==> src/rtl/fifo_ptr_ctrl.sv <==
// Sequential pointer/count/flag controller for the 8-entry FIFO, fed by the next-state decoder.
// Optional FIFO_GUARD_EN demotes WRITE-at-full / READ-at-empty to the matching error state.
module fifo_ptr_ctrl #(
  parameter int AW = 3
) (
  input  logic          clk,
  input  logic          reset,
  input  logic [2:0]    next_state,
  output logic [2:0]    state,
  output logic [AW:0]   data_count,
  output logic [AW-1:0] head,
  output logic [AW-1:0] tail,
  output logic          we,
  output logic          re,
  output logic [AW-1:0] wr_addr,
  output logic [AW-1:0] rd_addr,
  output logic          full,
  output logic          empty,
  output logic          wr_ack,
  output logic          wr_err,
  output logic          rd_ack,
  output logic          rd_err
);

  typedef enum logic [2:0] {
    INIT     = 3'b000,
    NO_OP    = 3'b001,
    WRITE    = 3'b010,
    WR_ERROR = 3'b011,
    READ     = 3'b100,
    RD_ERROR = 3'b101
  } state_t;

  localparam logic [AW:0] FULL_CNT = {1'b1, {AW{1'b0}}};

  state_t        state_q, eff;
  logic [AW-1:0] head_q, tail_q, head_nxt, tail_nxt;
  logic [AW:0]   count_q, count_nxt;

  // Decode is masked during reset so strobes drop without waiting for an edge.
  always_comb begin
    eff = NO_OP;
    if (reset) begin
      eff = INIT;
    end else begin
      case (next_state)
        INIT, NO_OP, WRITE, WR_ERROR, READ, RD_ERROR: eff = state_t'(next_state);
        default:                                      eff = NO_OP;
      endcase
`ifdef FIFO_GUARD_EN
      if (eff == WRITE && count_q == FULL_CNT) eff = WR_ERROR;
      if (eff == READ && count_q == '0)        eff = RD_ERROR;
`endif
    end
  end

  always_comb begin
    head_nxt  = head_q;
    tail_nxt  = tail_q;
    count_nxt = count_q;
    case (eff)
      WRITE: begin
        tail_nxt  = tail_q + AW'(1);
        count_nxt = count_q + (AW+1)'(1);
      end
      READ: begin
        head_nxt  = head_q + AW'(1);
        count_nxt = count_q - (AW+1)'(1);
      end
      default: ;
    endcase
  end

  // Flags are registered from the post-edge values so they line up with state/count.
  always_ff @(posedge clk or posedge reset) begin
    if (reset) begin
      state_q <= INIT;
      head_q  <= '0;
      tail_q  <= '0;
      count_q <= '0;
      full    <= 1'b0;
      empty   <= 1'b1;
      wr_ack  <= 1'b0;
      wr_err  <= 1'b0;
      rd_ack  <= 1'b0;
      rd_err  <= 1'b0;
    end else begin
      state_q <= eff;
      head_q  <= head_nxt;
      tail_q  <= tail_nxt;
      count_q <= count_nxt;
      full    <= (count_nxt == FULL_CNT);
      empty   <= (count_nxt == '0);
      wr_ack  <= (eff == WRITE);
      wr_err  <= (eff == WR_ERROR);
      rd_ack  <= (eff == READ);
      rd_err  <= (eff == RD_ERROR);
    end
  end

  assign state      = state_q;
  assign head       = head_q;
  assign tail       = tail_q;
  assign data_count = count_q;
  assign wr_addr    = tail_q;
  assign rd_addr    = head_q;
  assign we         = (eff == WRITE);
  assign re         = (eff == READ);

endmodule

==> config.mk <==
export PLATFORM = sky130hd
export DESIGN_NAME = fifo_ptr_ctrl
export DESIGN_NICKNAME = d
export VERILOG_FILES = /design/src/rtl/fifo_ptr_ctrl.sv
export SDC_FILE = /design/constraint.sdc
export NUM_CORES = 1
export LEC_CHECK = 0
export ABC_AREA = 1
export BUFFER_PORTS_ARGS = -buffer_cell sky130_fd_sc_hd__buf_4
export CELL_PAD_IN_SITES_DETAIL_PLACEMENT = 1
export CELL_PAD_IN_SITES_GLOBAL_PLACEMENT = 1
export CORE_MARGIN = 5
export CORE_UTILIZATION = 38
export CTS_CLUSTER_SIZE = 25
export DETAILED_ROUTE_END_ITERATION = 10
export HOLD_SLACK_MARGIN = 0.1
export PLACE_DENSITY_LB_ADDON = 0.12
export SYNTH_ARGS = -nofsm -noshare
export SYNTH_HDL_FRONTEND = slang
export SYNTH_SLANG_ARGS = --single-unit
==> constraint.sdc <==
create_clock -name clk -period 2.3 [get_ports clk]
set_input_delay 0.115 -clock clk [delete_from_list [all_inputs] [get_ports clk]]
set_output_delay 0.115 -clock clk [all_outputs]
set_load 0.02 [all_outputs]
Word level (Yosys, flattened, before mapping)
Index checks and enable logic that the tools add are counted.
{"block": "word_totals", "register_bits": 19, "inputBits": 5, "output_inout_bits": 27, "wordCells": 30}
{"block": "op_classes", "addsub": 4, "n_eq_ne": 10, "muxes": 3, "n_reduce_logical": 3}
{"cell": "equality test 3 x 2 -> 1 bit (second input constant)", "n": 4}
{"cell": "equality test 3 bit (second input constant)", "n": 4}
{"cell": "case mux 4 bit (2 select lines)", "n": 1}
{"cell": "adder 3 x 1 -> 3 bit (second input constant)", "n": 2}
{"cell": "2-to-1 mux 3 bit", "n": 2}
{"cell": "OR reduction 6 bit", "n": 1}
{"cell": "adder 4 x 1 -> 4 bit (second input constant)", "n": 1}
{"cell": "equality test 4 bit (second input constant)", "n": 1}
{"cell": "zero test 4 bit", "n": 1}
{"cell": "subtractor 4 x 1 -> 4 bit (second input constant)", "n": 1}
{"cell": "equality test 3 x 1 -> 1 bit (second input constant)", "n": 1}
{"cell": "zero test 3 bit", "n": 1}

Logic depth before layout (Yosys ltp)
Gate-level depths: netlist of run 1.
{"block": "depth", "ltp_word": 7, "depth_mapped": 14, "ltp_nobuf": 14}

Worst setup path before layout of run 1
OpenSTA, ideal clock, no wires.
{"block": "synth_timing", "path_type": "input -> register", "from": "input next_state[0]", "to": "register empty", "setup_time_ns": 0.064, "t_arrival_ns": 1.568, "required_time_ns": 2.236, "slack_ns": 0.667, "cell_stages": 13, "path_buffers": 0, "cell_sequence": "inv_1 nand3_4 inv_1 ha_1 nand2_1 nand2_1 nor2_1 nand2_1 nand2_1 nand2_1 nand2_2 inv_2 nor2_2"}
{"block": "synth_between", "elab_chain_cells": 7, "word_cells_on_any_way": 13}
{"element": "from (decl)", "line_no": "8", "source": "input logic [2:0] next_state,"}
{"element": "equality test 3 x 1 -> 1 bit (tied with other cells)", "line_no": "46", "source": "case (next_state)"}
{"element": "OR reduction 6 bit", "line_no": "46"}
{"element": "2-to-1 mux 3 bit (*)", "line_no": "46"}
{"element": "2-to-1 mux 3 bit (*)", "line_no": "43", "source": "if (reset) begin"}
{"element": "equality test 3 bit (*)"}
{"element": "named net re", "line_no": "14", "source": "output logic re,"}
{"element": "case mux 4 bit (2 select lines) (*)", "line_no": "61", "source": "case (eff)"}
{"element": "named net count_nxt[3]", "line_no": "38", "source": "logic [AW:0] count_q, count_nxt;"}
{"element": "zero test 4 bit (*)", "line_no": "93", "source": "empty <= (count_nxt == '0);"}
{"element": "to (signal assigned)", "line_no": "93"}
{"element": "to (decl)", "line_no": "18", "source": "output logic empty,"}
Mark *: on every way through the listed nets, which the timed path passes. The rest lies on a longest branch.
A chain may end at the register's enable or synchronous reset.

Final worst setup path of run 1
{"block": "layout_timing", "from": "input next_state[2]", "to": "register empty"}
{"block": "layout_between", "elab_chain_cells": 7, "word_cells_on_any_way": 13}
{"element": "equality test 3 x 1 -> 1 bit (tied with other cells)", "line_no": "46"}
{"element": "OR reduction 6 bit", "line_no": "46"}
{"element": "2-to-1 mux 3 bit (*)", "line_no": "46"}
{"element": "2-to-1 mux 3 bit (*)", "line_no": "43"}
{"element": "equality test 3 bit or equality test 3 x 2 -> 1 bit (tied branches)", "line_no": "61"}
{"element": "case mux 4 bit (2 select lines) (*)", "line_no": "61"}
{"element": "named net count_nxt[3]", "line_no": "38"}
{"element": "zero test 4 bit (*)", "line_no": "93"}
Marks and branches as above.

==> flow_summary.ini, run 1 <==
[run_status]
status = completed

[detailed_routing]
vias_per_cell = 4.548
drt_wl_total_um = 2010
first_pass_iters = 2
antenna_left = 0
vias = 714
wl_per_cell_um = 12.80
drc = 0
drt_iter0_drc = 10

[floorplan]
pin_count = 32
die_area_um2 = 3540
row_count = 18
die_h_um = 59.50
die_w_um = 59.50
coreArea_um2 = 2410
start_util_pct = 38.63

[yosys]
async_flop_share_pct = 100.0
syn_area_per_cell_um2 = 9.799
syn-num-nets = 105
synth-edff-count = 0
syn_area_um2 = 930.9
ys_ff_latch = 19
syn_inst = 95
yosysSeqAreaShare_pct = 51.21
ys.warnings.count = 0
ys_types = 20
synthFlopType = dfrtp_1

[timing]
max_freq_mhz = 477.9
tns_ns = 0
slew_viol_final = 0
finalHoldViolations = 0
layout_min_cycle_time_ns = 2.092
worst_slew_pin_slew_ns = 0.2543
slew_headroom_pct = 83.05
setup_viol_count_final = 0
rsz0062_at_grt = false
holdWs_ns = 0.1074
skew_ns = 0.004366
period_share_pct = 90.98

[cts]
insertion_delay_ns = 0.29
htree_num_levels = 1
numCtsBuffers = 3
numClockSinks = 19
cts_root_buf = clkbuf_4
clockBufferDepth = 2
cts_tree = done
clk_pin_slew_ns = 0.11
post_cts_buffers = 0

[placement]
gp_congestion = 0.7571
dpl.hpwl_um = 1557
port_buffers = 31

[critical_path]
cp.required_ns = 2.54
crit_path_top_delay_cell = dlygate4sd3_1
cp_num_buf_inv = 5
cp_common_cell = nand2_1
criticalPathCategory = input port to flop
crit_path_end_kind = flop
rrSetupSlack_ns = 0.79
start_kind = input port
arrival_ns = 2.33
crit_path_cell_trace = dlygate4sd3_1 > buf_4 > inv_1 > nor2_4 > nand3_4 > clkinvlp_4 > ha_1 > nand2_1 > nand2_1 > nor2_1 > nand2_1 > nand2_1 > nand2_1 > nand2_2 > inv_2 > nor2_2
regToRegEndpoint = empty$_DFF_PP1_
crit_family = buffers and inverters
r2r_cells = 10
worstPathMaxFanout = 8
r2r-start = data_count[2]$_DFF_PP0_
critPathMaxStageDelay_ns = 0.55

[grt]
grt_max_degree = 21
overflow = 0
antenna_found_initial = 0
grt_usage_pct = 12.64
grt_pass1_vias = 757
grt_pass1_wl_um = 3422

[worst_hold_path]
worst_hold_path_type = input port to flop
min_from = next_state[1]
holdPathStages = 4
hold-path-endpoint = rd_err$_DFF_PP0_

[cells_and_area]
drive_gt1_share_pct = 40.16
syn_to_final_growth_pct = 30.51
fin_util_pct = 50.42
diodes = 0
fin_nets = 138

[power_and_ir_drop]
vdd_ir_drop_max_v = 0.0006589
pwr_density_cell_nw_per_um2 = 1180
cellLeakagePower_uw = 0.0006680

[run]
drv_cap = 0
-- synthesized netlist by cell type, types with 2 or more instances --
library cell,number,area (um^2)
nand3_2,3,30.03
dfrtp_1,18,450.4
xnor2_1,5,43.79
nand2_1,20,75.07
nor2_1,5,18.77
inv_2,3,11.26
nand3b_1,2,15.01
buf_4,6,45.04
nand3_1,4,20.02
nand2_2,4,25.02
ha_1,4,50.05
inv_1,13,48.80
-- layout by cell type, fill, tap and decap left out --
cell | synthesis | routed
nand2_1 | 20 | 20
nand3_1 | 4 | 4
clkbuf_4 | 0 | 3
nor4_1 | 1 | 1
dfstp_2 | 1 | 1
xnor2_1 | 5 | 5
o21ai_0 | 1 | 1
nand3_4 | 1 | 1
dfrtp_1 | 18 | 18
nand2_2 | 4 | 4
nand3_2 | 3 | 3
buf_4 | 6 | 32
inv_1 | 13 | 12
nor2_4 | 1 | 1
nor2_2 | 1 | 1
nor3_1 | 1 | 1
clkinv_2 | 0 | 1
ha_1 | 4 | 4
clkinvlp_4 | 0 | 1
dlygate4sd3_1 | 0 | 2
fa_1 | 1 | 1
nand3b_1 | 2 | 2
nor2_1 | 5 | 5
inv_2 | 3 | 3
-- registers in the layout, summed over array words and instances, names as in the netlist --
register / count
rd_err: 1
head: 3
empty: 1
wr_ack: 1
full: 1
state: 3
data_count: 4
tail: 3
rd_ack: 1
wr_err: 1
-- how the worst max path moves through the flow --
stage / from / end / cells past startpoint
6_report: next_state[2] / empty$_DFF_PP1_ / 16
3_5_place_dp: next_state[0] / empty$_DFF_PP1_ / 14
2_1_floorplan: next_state[0] / empty$_DFF_PP1_ / 13
5_1_grt: next_state[2] / empty$_DFF_PP1_ / 16
3_3_place_gp: next_state[0] / empty$_DFF_PP1_ / 14
4_1_cts: reset / empty$_DFF_PP1_ / 15
-- logic make-up after synthesis --
family | share of synthesized area, %
AO/OA/AOI/OAI | 0.5371
XOR/XNOR | 4.704
adder cells (fa/ha/maj) | 7.527
buffers and inverters | 11.29
flip-flops | 51.21
AND/OR/NAND/NOR | 24.73
-- cell type report --
cell class	instances	area (um^2)
fill	291	1195
sequential	19	476.7
multi-input combinational	54	349.1
timing repair buffer	34	260.3
inverter	16	63.81
tap	30	37.54
clock buffer	3	22.52
clock inverter	1	5.005
-- report_power, final --
part / internal [uW] / leakage [uW] / switching (uW)
combinational: 320 / 0.000414 / 417
clock: 64.7 / 0.0000177 / 105
sequential: 428 / 0.000237 / 101
total: 812 / 0.000668 / 622
-- worst reg2reg max path, delay by kind of cell, from the launching register on --
family,cells,cell delay [ns]
and+or+nand+nor,8,0.64
DFF,1,0.42
adders and majority gates,1,0.36
buffers and inverters,1,0.04
-- what timing repair did --
| item | CTS | global route |
|---|---|---|
| hold buffers | 2 | 0 |
| endpoints found under the setup margin | 0 | 1 |
| resized for setup | 0 | 1 |
| hold endpoints to repair | 20 | 0 |
-- stage by stage --
step / setup WS [ns] / cells / total power (uW) / instance area, um^2
final: 0.2076 / 157 / 1434 / 1215
after global routing: 0.003476 / 157 / 1551 / 1215
after CTS: 0.2336 / 157 / 1462 / 1211
after detailed placement: 0.4425 / 151 / 1283 / 1164
after global placement: 0.4970 / 151 / 1263 / 1164
after floorplan: 0.6674 / 95 / 1046 / 930.9
-- routing by layer --
metal	vias up	wire length (um)	share of wire [%]	track usage (%)
met5	-	0	0	0
met4	0	11	0.55	3.165
met3	2	124	6.2	1.961
met2	21	1015	50	23.09
met1	339	859	43	15.35
li1	352	-	-	-
No activity file was read; power rests on OpenSTA's default activity.
==> run 2, diff against run 1 <==
--- a/config.mk
+++ b/config.mk
@@ -10,7 +10,7 @@
 export CELL_PAD_IN_SITES_DETAIL_PLACEMENT = 1
 export CELL_PAD_IN_SITES_GLOBAL_PLACEMENT = 1
 export CORE_MARGIN = 5
-export CORE_UTILIZATION = 38
+export CORE_UTILIZATION = 36
 export CTS_CLUSTER_SIZE = 25
 export DETAILED_ROUTE_END_ITERATION = 10
 export HOLD_SLACK_MARGIN = 0.1
==> constraint.sdc (replaced) <==
create_clock -name clk -period 2.25 [get_ports clk]
set_input_delay 0.1125 -clock clk [delete_from_list [all_inputs] [get_ports clk]]
set_output_delay 0.1125 -clock clk [all_outputs]
set_load 0.02 [all_outputs]
==> run 2 against run 1 <==
Clock power is 2% higher; worst hold slack gained 0.042 ns; via count grew 3.9%; largest cell class unchanged; global-route usage increased by 0.90 points.
==> flow_summary.ini, run 2 (synthesis results as in run 1) <==
[run_status]
status = completed

[floorplan]
die_h_um = 60.85
die_w_um = 60.85
die_area_um2 = 3703
pin_count = 32
row_count = 18
start_util_pct = 37.58
coreArea_um2 = 2477

[grt]
met2_usage_pct = 25.04
grt_max_degree = 21
grt_pass1_vias = 806
antenna_found_initial = 0
grt_usage_pct = 13.54
use_met1_pct = 15.19
grt.busiest_layer = met2
overflow = 0
use_met3_pct = 2.979
grt_pass1_wl_um = 3712

[power_and_ir_drop]
pwr_density_cell_nw_per_um2 = 1193
vdd_ir_drop_max_v = 0.0006184
cellLeakagePower_uw = 0.0006856

[detailed_routing]
drt_wl_total_um = 2184
vias_per_cell = 4.609
vias = 742
drc = 0
drt_iter0_drc = 4
first_pass_iters = 2
antenna_left = 0
wl_per_cell_um = 13.57

[cells_and_area]
largest_reg_flops = 4
diodes = 0
final_common_cell = buf_4
mostFrequentLayoutCells = 35 x buf_4, 20 x nand2_1, 18 x dfrtp_1, 12 x inv_1
syn_to_final_growth_pct = 33.87
fin_nets = 142
drive_gt1_share_pct = 40.46
postLayoutCellArea_um2 = 1246
fillers = 308

[placement]
port_buffers = 31
dpl.hpwl_um = 1725
gp_congestion = 0.8046
placed_area_um2 = 1164

[timing]
slew_headroom_pct = 79.68
rsz0062_at_grt = false
layout_min_cycle_time_ns = 2.073
finalHoldViolations = 0
slew_viol_final = 0
tns_ns = 0
period_share_pct = 92.14
setup_viol_count_final = 0
max_freq_mhz = 482.4
worst_slew_pin_slew_ns = 0.3019
skew_ns = 0.0003567

[worst_hold_path]
worst_hold_path_type = input port to flop
hold-path-endpoint = rd_err$_DFF_PP0_
min_from = next_state[0]
holdPathStages = 3

[critical_path]
critPathMaxStageDelay_ns = 0.55
worstPathMaxFanout = 8
start_kind = input port
regToRegEndpoint = empty$_DFF_PP1_
r2r-start = data_count[2]$_DFF_PP0_
crit_family = buffers and inverters
crit_path_end_kind = flop
crit_path_top_delay_cell = dlygate4sd3_1
crit_cells = 13
crit_path_cell_trace = dlygate4sd3_1 > buf_4 > inv_1 > nor2_4 > nand3_4 > clkinvlp_4 > buf_4 > fa_1 > xnor2_1 > nand2_1 > nand2_1 > nand3_2 > nor2_1
r2r_cells = 10
criticalPathCategory = input port to flop
cp.required_ns = 2.48
rrSetupSlack_ns = 0.75
cp_num_buf_inv = 5
arrival_ns = 2.31

[cts]
htree_num_levels = 1
cts_root_buf = clkbuf_4
insertion_delay_ns = 0.29
cts_tree = done
numCtsBuffers = 3
clockBufferDepth = 2
clk_pin_slew_ns = 0.10
numClockSinks = 19

[run]
drv_cap = 0
run 2: metal layers:
metal | share of wire [%] | routed length [um] | up-vias
met4 | 1.3 | 29 | 0
met5 | 0 | 0 | -
met3 | 6.2 | 136 | 2
met1 | 37 | 816 | 360
met2 | 55 | 1202 | 21
li1 | - | - | 359
run 2: where the power goes:
| part | internal (uW) | switching (uW) | total (uW) |
|---|---|---|---|
| combinational | 332 | 441 | 773 |
| sequential | 437 | 104 | 542 |
| clock | 69.1 | 103 | 173 |
| total | 838 | 649 | 1490 |
run 2: worst reg2reg max path, delay by kind of cell, from the launching register on:
| kind | cells | cell delay [ns] |
|---|---|---|
| fa+ha+maj | 1 | 0.35 |
| buf+inv | 1 | 0.04 |
| flops | 1 | 0.41 |
| simple gates | 8 | 0.66 |
run 2: cell type report:
| cell class | count | area (um^2) | area share, % |
|---|---|---|---|
| Clock buffer | 4 | 26.28 | 2.108 |
| Inverter | 16 | 63.81 | 5.120 |
| Multi-Input combinational cell | 54 | 349.1 | 28.01 |
| Sequential cell | 19 | 476.7 | 38.25 |
| Tap cell | 30 | 37.54 | 3.012 |
| Timing Repair Buffer | 38 | 292.8 | 23.49 |
run 2: what timing repair did:
| action | in CTS | in global routing |
|---|---|---|
| gates resized for setup | 0 | 1 |
| hold buffers | 3 | 0 |
| hold endpoints to repair | 22 | 0 |
| setup endpoints to repair | 0 | 1 |
| setup buffers | 0 | 3 |
run 2: through the flow:
step | hold slack (ns) | total power, uW | utilization (%) | std cells | worst slack, ns
floorplan | -0.02989 | 1070 | - | 95 | 0.6199
global placement | 0.2075 | 1302 | 46.97 | 151 | 0.5103
detailed placement | 0.2233 | 1333 | 46.97 | 151 | 0.3782
CTS | 0.1408 | 1516 | 49.24 | 158 | 0.1807
global route | 0.1534 | 1615 | 50.30 | 161 | 0.007041
finish | 0.1492 | 1487 | 50.30 | 161 | 0.1769
run 2: worst max-delay path by stage:
| stage | startpoint | endpoint | slack (ns) |
|---|---|---|---|
| CTS | next_state[2] | empty$_DFF_PP1_ | 0.18 |
| finish | next_state[2] | full$_DFF_PP0_ | 0.18 |
| global placement | next_state[0] | empty$_DFF_PP1_ | 0.51 |
| floorplan | next_state[0] | empty$_DFF_PP1_ | 0.62 |
| detailed placement | next_state[0] | empty$_DFF_PP1_ | 0.38 |
| global route | next_state[2] | empty$_DFF_PP1_ | 0.007 |
